<file path="src/rtl/adc_seq_pkg.sv">
// Shared state encoding, SPI command codes and status-byte layout for the slope ADC sequencer.
package adc_seq_pkg;

    typedef enum logic [2:0] {
        ST_IDLE    = 3'd0,
        ST_SHORT   = 3'd1,
        ST_RUNUP   = 3'd2,
        ST_RUNDOWN = 3'd3,
        ST_LATCH   = 3'd4
    } state_t;

    localparam logic [7:0] CMD_START   = 8'hCC;
    localparam logic [7:0] CMD_CONT    = 8'hCD;
    localparam logic [7:0] CMD_ABORT   = 8'hCE;
    localparam logic [7:0] CMD_WR_TRST = 8'h10;
    localparam logic [7:0] CMD_WR_TINT = 8'h11;
    localparam logic [7:0] CMD_WR_TTMO = 8'h12;
    localparam logic [7:0] CMD_NOP     = 8'h00;

    localparam int STS_DRDY     = 7;
    localparam int STS_OVR      = 6;
    localparam int STS_TMO      = 5;
    localparam int STS_BUSY     = 4;
    localparam int STS_STATE_LO = 1;
    localparam int STS_CONT     = 0;

    function automatic logic is_write(input logic [7:0] c);
        return (c == CMD_WR_TRST) || (c == CMD_WR_TINT) || (c == CMD_WR_TTMO);
    endfunction

endpackage

</file>
<file path="src/rtl/adc_spi_frame.sv">
// SPI mode-0 slave front end: synchronisers, command/data capture, MISO shifter, frame-length tracking.
// cmd_valid 1 clk after the synchronised decisive sck edge; no backpressure, commands are one-cycle strobes.
module adc_spi_frame
    import adc_seq_pkg::*;
#(
    parameter int CNT_W = 32
) (
    input  logic             clk,
    input  logic             rst_n,
    input  logic             sck,
    input  logic             ssel,
    input  logic             mosi,
    input  logic             t_trigger,
    input  logic [7:0]       status,
    input  logic [CNT_W-1:0] result,
    output logic             miso,
    output logic             cmd_valid,
    output logic [7:0]       cmd,
    output logic [CNT_W-1:0] wdata,
    output logic             read_ack,
    output logic             trig_rise
);
    localparam int FW = 8 + CNT_W;
    localparam int BW = $clog2(FW + 1);
    localparam logic [BW-1:0] CMD_LAST = BW'(7);
    localparam logic [BW-1:0] DAT_LAST = BW'(FW - 1);
    localparam logic [BW-1:0] FULL     = BW'(FW);

    logic [2:0]       sck_q, ssel_q, trig_q;
    logic [1:0]       mosi_q;
    logic [BW-1:0]    bit_cnt;
    logic [7:0]       cmd_sh;
    logic [CNT_W-1:0] dat_sh;
    logic [FW-1:0]    tx_sh;
    logic             sck_rise, sck_fall, ssel_rise, ssel_fall, mosi_s;
    logic [7:0]       cmd_byte;

    // bit [1] is the synchronised level, bit [2] its previous value for edge detection
    assign sck_rise  = sck_q[1] & ~sck_q[2];
    assign sck_fall  = ~sck_q[1] & sck_q[2];
    assign ssel_fall = ~ssel_q[1] & ssel_q[2];
    assign ssel_rise = ssel_q[1] & ~ssel_q[2];
    assign mosi_s    = mosi_q[1];
    assign cmd_byte  = {cmd_sh[6:0], mosi_s};
    assign miso      = tx_sh[FW-1];

    always_ff @(posedge clk or negedge rst_n) begin
        if (!rst_n) begin
            sck_q     <= 3'b000;
            ssel_q    <= 3'b111;
            trig_q    <= 3'b000;
            mosi_q    <= 2'b00;
            bit_cnt   <= '0;
            cmd_sh    <= '0;
            dat_sh    <= '0;
            tx_sh     <= '0;
            cmd_valid <= 1'b0;
            cmd       <= '0;
            wdata     <= '0;
            read_ack  <= 1'b0;
            trig_rise <= 1'b0;
        end else begin
            sck_q     <= {sck_q[1:0], sck};
            ssel_q    <= {ssel_q[1:0], ssel};
            trig_q    <= {trig_q[1:0], t_trigger};
            mosi_q    <= {mosi_q[0], mosi};
            trig_rise <= trig_q[1] & ~trig_q[2];
            cmd_valid <= 1'b0;
            read_ack  <= 1'b0;
            if (ssel_fall) begin
                bit_cnt <= '0;
                tx_sh   <= {status, result};
            end else if (ssel_rise) begin
                read_ack <= (bit_cnt == FULL);
            end else if (!ssel_q[1]) begin
                if (sck_rise) begin
                    if (bit_cnt != FULL) bit_cnt <= bit_cnt + BW'(1);
                    if (bit_cnt <= CMD_LAST) cmd_sh <= cmd_byte;
                    else                     dat_sh <= {dat_sh[CNT_W-2:0], mosi_s};
                    if (bit_cnt == CMD_LAST && !is_write(cmd_byte)) begin
                        cmd_valid <= 1'b1;
                        cmd       <= cmd_byte;
                    end
                    if (bit_cnt == DAT_LAST && is_write(cmd_sh)) begin
                        cmd_valid <= 1'b1;
                        cmd       <= cmd_sh;
                        wdata     <= {dat_sh[CNT_W-2:0], mosi_s};
                    end
                end
                if (sck_fall) tx_sh <= {tx_sh[FW-2:0], 1'b0};
            end
        end
    end

endmodule

</file>
<file path="src/rtl/adc_slope_sequencer.sv">
// Dual-slope ADC conversion sequencer: SPI-programmed phase timing, rundown counter, status flags.
// Commands act 1 clk after the SPI strobe; no backpressure, overrun flags results not read in time.
module adc_slope_sequencer
    import adc_seq_pkg::*;
#(
    parameter int CNT_W       = 32,
    parameter int T_RESET_DEF = 1000,
    parameter int T_INT_DEF   = 1000000,
    parameter int T_TMO_DEF   = 4000000
) (
    input  logic clk,
    input  logic rst_n,
    input  logic sck,
    input  logic ssel,
    input  logic mosi,
    output logic miso,
    input  logic t_trigger,
    output logic m_reset,
    output logic m_in,
    output logic m_ref,
    output logic busy,
    output logic data_ready
);
    localparam logic [CNT_W-1:0] RST_DEF = CNT_W'(T_RESET_DEF);
    localparam logic [CNT_W-1:0] INT_DEF = CNT_W'(T_INT_DEF);
    localparam logic [CNT_W-1:0] TMO_DEF = CNT_W'(T_TMO_DEF);
    localparam logic [CNT_W-1:0] ONE     = CNT_W'(1);

    state_t           state;
    logic [CNT_W-1:0] t_reset, t_int, t_tmo, sh_reset, sh_int, sh_tmo, cnt, result, wdata;
    logic             cont, overrun, timeout, cmd_valid, read_ack, trig_rise;
    logic [7:0]       cmd, status;

    function automatic logic [CNT_W-1:0] nz(input logic [CNT_W-1:0] v);
        return (v == '0) ? ONE : v;
    endfunction

    always_comb begin
        status                       = '0;
        status[STS_DRDY]             = data_ready;
        status[STS_OVR]              = overrun;
        status[STS_TMO]              = timeout;
        status[STS_BUSY]             = busy;
        status[STS_STATE_LO +: 3]    = state;
        status[STS_CONT]             = cont;
    end

    assign m_ref = ~m_in;

    adc_spi_frame #(.CNT_W(CNT_W)) u_spi (
        .clk       (clk),
        .rst_n     (rst_n),
        .sck       (sck),
        .ssel      (ssel),
        .mosi      (mosi),
        .t_trigger (t_trigger),
        .status    (status),
        .result    (result),
        .miso      (miso),
        .cmd_valid (cmd_valid),
        .cmd       (cmd),
        .wdata     (wdata),
        .read_ack  (read_ack),
        .trig_rise (trig_rise)
    );

    // Later assignments win: LATCH/timeout set beats a read clear, a command beats the phase sequencing.
    always_ff @(posedge clk or negedge rst_n) begin
        if (!rst_n) begin
            state      <= ST_IDLE;
            m_reset    <= 1'b0;
            m_in       <= 1'b1;
            busy       <= 1'b0;
            cont       <= 1'b0;
            cnt        <= '0;
            result     <= '0;
            data_ready <= 1'b0;
            overrun    <= 1'b0;
            timeout    <= 1'b0;
            t_reset    <= RST_DEF;
            t_int      <= INT_DEF;
            t_tmo      <= TMO_DEF;
            sh_reset   <= RST_DEF;
            sh_int     <= INT_DEF;
            sh_tmo     <= TMO_DEF;
        end else begin
            if (read_ack) begin
                data_ready <= 1'b0;
                overrun    <= 1'b0;
                timeout    <= 1'b0;
            end
            case (state)
                ST_SHORT: begin
                    if (cnt >= sh_reset) begin
                        state   <= ST_RUNUP;
                        m_reset <= 1'b1;
                        m_in    <= 1'b0;
                        cnt     <= ONE;
                    end else cnt <= cnt + ONE;
                end
                ST_RUNUP: begin
                    if (cnt >= sh_int) begin
                        state <= ST_RUNDOWN;
                        m_in  <= 1'b1;
                        cnt   <= '0;
                    end else cnt <= cnt + ONE;
                end
                ST_RUNDOWN: begin
                    if (trig_rise) begin
                        state  <= ST_LATCH;
                        result <= cnt;
                    end else if (cnt >= sh_tmo) begin
                        state   <= ST_LATCH;
                        result  <= '1;
                        timeout <= 1'b1;
                    end else if (cnt != '1) cnt <= cnt + ONE;
                end
                ST_LATCH: begin
                    data_ready <= 1'b1;
                    overrun    <= overrun | data_ready;
                    if (cont) begin
                        state    <= ST_SHORT;
                        m_reset  <= 1'b0;
                        cnt      <= ONE;
                        sh_reset <= nz(t_reset);
                        sh_int   <= nz(t_int);
                        sh_tmo   <= nz(t_tmo);
                    end else begin
                        state   <= ST_IDLE;
                        m_reset <= 1'b0;
                        busy    <= 1'b0;
                    end
                end
                default: ;
            endcase
            if (cmd_valid) begin
                case (cmd)
                    CMD_START, CMD_CONT: begin
                        state    <= ST_SHORT;
                        m_reset  <= 1'b0;
                        m_in     <= 1'b1;
                        busy     <= 1'b1;
                        cont     <= (cmd == CMD_CONT);
                        cnt      <= ONE;
                        sh_reset <= nz(t_reset);
                        sh_int   <= nz(t_int);
                        sh_tmo   <= nz(t_tmo);
                    end
                    CMD_ABORT: begin
                        state   <= ST_IDLE;
                        m_reset <= 1'b0;
                        m_in    <= 1'b1;
                        busy    <= 1'b0;
                        cont    <= 1'b0;
                    end
                    CMD_WR_TRST: t_reset <= wdata;
                    CMD_WR_TINT: t_int   <= wdata;
                    CMD_WR_TTMO: t_tmo   <= wdata;
                    CMD_NOP: ;
                    default: ;
                endcase
            end
        end
    end

endmodule

</file>
<file path="config.mk">
export PLATFORM = sky130hd
export DESIGN_NAME = adc_slope_sequencer
export DESIGN_NICKNAME = d
export VERILOG_FILES = /design/src/rtl/adc_seq_pkg.sv /design/src/rtl/adc_spi_frame.sv /design/src/rtl/adc_slope_sequencer.sv
export SDC_FILE = /design/constraint.sdc
export NUM_CORES = 1
export LEC_CHECK = 0
export CAP_MARGIN = 20
export CELL_PAD_IN_SITES_DETAIL_PLACEMENT = 0
export CELL_PAD_IN_SITES_GLOBAL_PLACEMENT = 1
export CORE_AREA = 2 2 206 208
export CTS_CLUSTER_DIAMETER = 50
export DETAILED_ROUTE_END_ITERATION = 6
export DIE_AREA = 0 0 208 210
export PLACE_DENSITY = 0.85
export SLEW_MARGIN = 0
export SYNTH_ARGS = -nofsm -noshare
export SYNTH_HDL_FRONTEND = slang
export SYNTH_SLANG_ARGS = --single-unit
</file>
<file path="constraint.sdc">
create_clock -name clk -period 2.45 [get_ports clk]
set_input_delay 0.6125 -clock clk [delete_from_list [all_inputs] [get_ports clk]]
set_output_delay 0.6125 -clock clk [all_outputs]
set_load 0.01 [all_outputs]
</file>
==> flow_metrics.env <==
export IMPL_worst_endpoint_arrival_ns=3.45
export IMPL_yosysSeqAreaShare_pct=52.8
export IMPL_grtUsageMet1_pct=30.4
export IMPL_path_cells="buf_6 -> ha_1 -> a21oi_1 -> o21ai_1 -> a21oi_1 -> o41ai_2 -> a311oi_2 -> buf_4 -> nand2_4 -> o21ai_4 -> buf_12 -> or3b_1 -> a21oi_1"
export IMPL_num_rows=75
export IMPL_cpMostUsedCell="a21oi_1"
export IMPL_maxSlewHeadroom_pct=50.5
export IMPL_tritoncts="done"
export IMPL_maxCapViolCount=0
export IMPL_syn_area_per_cell_um2=11.8
export IMPL_die_w_um=208
export IMPL_grt_pass1_vias=14300
export IMPL_start_util_pct=46.5
export IMPL_worstMarginPinSlew_ns=0.743
export IMPL_cts_made_buffers=47
export IMPL_leakagePower_nw=11.4
export IMPL_antenna_found_initial=0
export IMPL_cts_buffer_depth=3
export IMPL_rsz0062_at_grt="true"
export IMPL_num_vias=13800
export IMPL_clk_pin_slew_ns=0.06
export IMPL_ant_nets=0
export IMPL_drt_iter0_drc=1087
export IMPL_synth_distinct_cells=82
export IMPL_holdPathStages=0
export IMPL_cp_max_fo=4
export IMPL_cp_depth=13
export IMPL_finalHoldViolations=0
export IMPL_netlist_top_cells_count="dfrtp_1, mux2_2, nand2_1, inv_1, ha_1"
export IMPL_core_area_mm2=0.0415
export IMPL_n_fill_cell=3268
export IMPL_final_cells=2433
export IMPL_vias_per_cell=5.66
export IMPL_firstDrtPassIters=5
export IMPL_synth_top_area_share_pct=46.8
export IMPL_synth_nets=1744
export IMPL_setup_slack_ns=-0.503
export IMPL_syn2layout_area_growth_pct=26.5
export IMPL_report_final_slew_viol_count=0
export IMPL_cellInternalPower_w=0.0113
export IMPL_crit_family="compound AO/OA/AOI/OAI gates"
export IMPL_combPwrFrac_pct=2.3
export IMPL_fin_crit_sh_pct=121
export IMPL_max_vdd_ir_drop_v=0.000509
export IMPL_yosysTopAreaCell="dfrtp_1"
export IMPL_hpwl_mm=33.7
export IMPL_ys_flop_type="dfrtp_1"
export IMPL_synth_area_leaders="dfrtp_1, mux2_2, ha_1"
export IMPL_reg2reg_depth=13
export IMPL_slowest_delay_ns=0.50
export IMPL_crit_buf_inv=3
export IMPL_grt_max_degree=113
export IMPL_worst_setup_path_start_kind="register"
export IMPL_hold_class="reg2reg"
export IMPL_clockRootBuffer="clkbuf_16"
export IMPL_worst_clock_skew_ns=0.0221
export IMPL_post_drt_wl_per_cell_um=20.0
export IMPL_grt_remaining_overflow=0
export IMPL_syn_area_mm2=0.0193
export IMPL_criticalPathCategory="reg2reg"
export IMPL_nets=1965
export IMPL_cpMaxStageDelayCell="dfrtp_2"
export IMPL_grt_busiest_layer="met2"
export IMPL_critPathRequiredTime_ns=2.94
export IMPL_power_density_mw_per_mm2=591
export IMPL_synth_seq_cells=405
export IMPL_io_buffers=11
export IMPL_ys_warnings_count=0
export IMPL_cts_sinks=405
export IMPL_yosysMostFrequentCell="dfrtp_1"
export IMPL_drc_errors=0
export IMPL_clkLatencyLatePin_ns=0.58
export IMPL_p_sw_w=0.00310
export IMPL_grt_met2_usage_pct=36.0
export IMPL_wirelength_mm=48.7
export IMPL_grt_pass1_wl_mm=78.1
export IMPL_post_place_ws_ns=-0.747
export IMPL_htree_num_levels=2
export IMPL_dp_cells=2306
export IMPL_fmax_mhz=339
export IMPL_io_pin_count=12
export IMPL_die_area_mm2=0.0437
export IMPL_outcome="finished with violations"
export IMPL_failed_checks="setup timing"
export IMPL_setup_tns_ns=-26.73
export IMPL_n_antenna_cell=0
export IMPL_setup_viol=69
export IMPL_clock_power_share_pct=50.6
export IMPL_min_period_ns=2.95
export IMPL_p_sw_share_pct=21.5
export IMPL_syn_inst=1637
export IMPL_die_h_um=210
export IMPL_p_seq_share_pct=47.1
export IMPL_drive_above_1_share_pct=39.6
export IMPL_use_met3_pct=4.44
export IMPL_end_kind="register"
export IMPL_grtUsageTotal_pct=22.4
export IMPL_async_flop_share_pct=100
export IMPL_place_gp_congestion=0.954
export IMPL_synth_edf_count=0
sequential cells by signal, indices dropped and copies added, names as in the netlist, 6 cells and up:
name / count
cnt: 32
u_spi.wdata: 32
sh_int: 32
sh_reset: 32
u_spi.dat_sh: 31
u_spi.cmd: 8
t_reset: 32
u_spi.cmd_sh: 8
t_tmo: 32
t_int: 32
sh_tmo: 32
u_spi.tx_sh: 40
result: 32
u_spi.bit_cnt: 6
cells in the final DEF, fill, tap and decap left out, drive strengths merged, types with 8 or more instances in the layout:
cell type | netlist | layout
dfrtp | 361 | 361
mux2 | 262 | 262
buf | 23 | 226
nand2 | 122 | 122
inv | 111 | 117
ha | 101 | 101
o21ai | 91 | 91
a21oi | 76 | 76
clkbuf | 44 | 65
nor2 | 62 | 62
dfstp | 44 | 44
mux2i | 41 | 41
o22a | 32 | 32
nor4 | 32 | 32
nand4 | 29 | 29
nand3 | 25 | 25
nor3 | 21 | 21
a211oi | 18 | 18
and3 | 15 | 15
clkdlybuf4s50 | 0 | 10
a31oi | 10 | 10
and2 | 9 | 9
nand2b | 9 | 9
clkinv | 0 | 8
power by group through the flow:
stage               sequential [W]  clock [W]  combinational, W
detailed placement         0.00692          0          0.000335
floorplan                  0.00690          0          0.000133
finish                     0.00680    0.00730          0.000326
global placement           0.00691          0          0.000327
global route               0.00680    0.00774          0.000372
CTS                        0.00680    0.00742          0.000337
worst paths after layout:
path / to / startpoint / slack [ns]
max: cnt[22]$_DFF_PN0_ / cnt[9]$_DFF_PN0_ / -0.50
min: u_spi.sck_q[1]$_DFF_PN0_ / u_spi.sck_q[0]$_DFF_PN0_ / 0.35
max reg2reg: cnt[22]$_DFF_PN0_ / cnt[9]$_DFF_PN0_ / -0.50
min reg2reg: u_spi.sck_q[1]$_DFF_PN0_ / u_spi.sck_q[0]$_DFF_PN0_ / 0.35
max in group asynchronous: u_spi.tx_sh[39]$_DFFE_PN0P_ / rst_n / 1.12
min in group asynchronous: t_int[8]$_DFFE_PN0P_ / rst_n / 0.44
final cells by class:
class	count	area [µm²]	share of cell area, %
clock buffer	63	1300	5.31
clock inverter	22	319	1.31
inverter	111	417	1.71
multi-input combinational	1054	9300	38.1
sequential	405	10200	41.8
tap	539	674	2.76
timing repair buffer	239	2210	9.05
per-layer routing:
layer  routed length, µm  share of wire (%)  up-vias
met3                2100                4.3      103
met1               21800                 45     7011
met2               23200                 48      265
met5                   0                  0        -
li1                    -                  -     6381
met4                1600                3.3        0
stage by stage:
| stage | cell area (µm²) | utilization [%] | hold slack (ns) | power, W |
|---|---|---|---|---|
| after CTS | 23900 | 57.5 | 0.350 | 0.0146 |
| after floorplan | 19400 | - | 0.317 | 0.00703 |
| final | 24400 | 58.9 | 0.346 | 0.0144 |
| after detailed placement | 21500 | 51.8 | 0.337 | 0.00725 |
| after global placement | 21500 | 51.8 | 0.332 | 0.00724 |
| after global routing | 24400 | 58.9 | 0.366 | 0.0149 |
cell families (layout without fill, tap and decap cells):
logic type	after synthesis	count (layout)	share of synthesized area [%]
buffers and inverters	178	435	3.61
AOI/OAI and AO/OA	292	292	10.2
DFF	405	405	52.8
muxes	303	303	17.4
and+or+nand+nor	349	349	9.07
xor gates and xnor gates	9	9	0.408
adders and majority gates	101	101	6.55
repair_timing:
item,4_1_cts,5_1_grt
endpoints found under the hold margin,7,0
pin swaps,70,62
gates cloned,1,2
hold buffers,1,0
setup endpoints to repair,69,70
resized for setup,107,79
buffers inserted,28,15
Note: power is estimated with default switching activity, not from simulation.
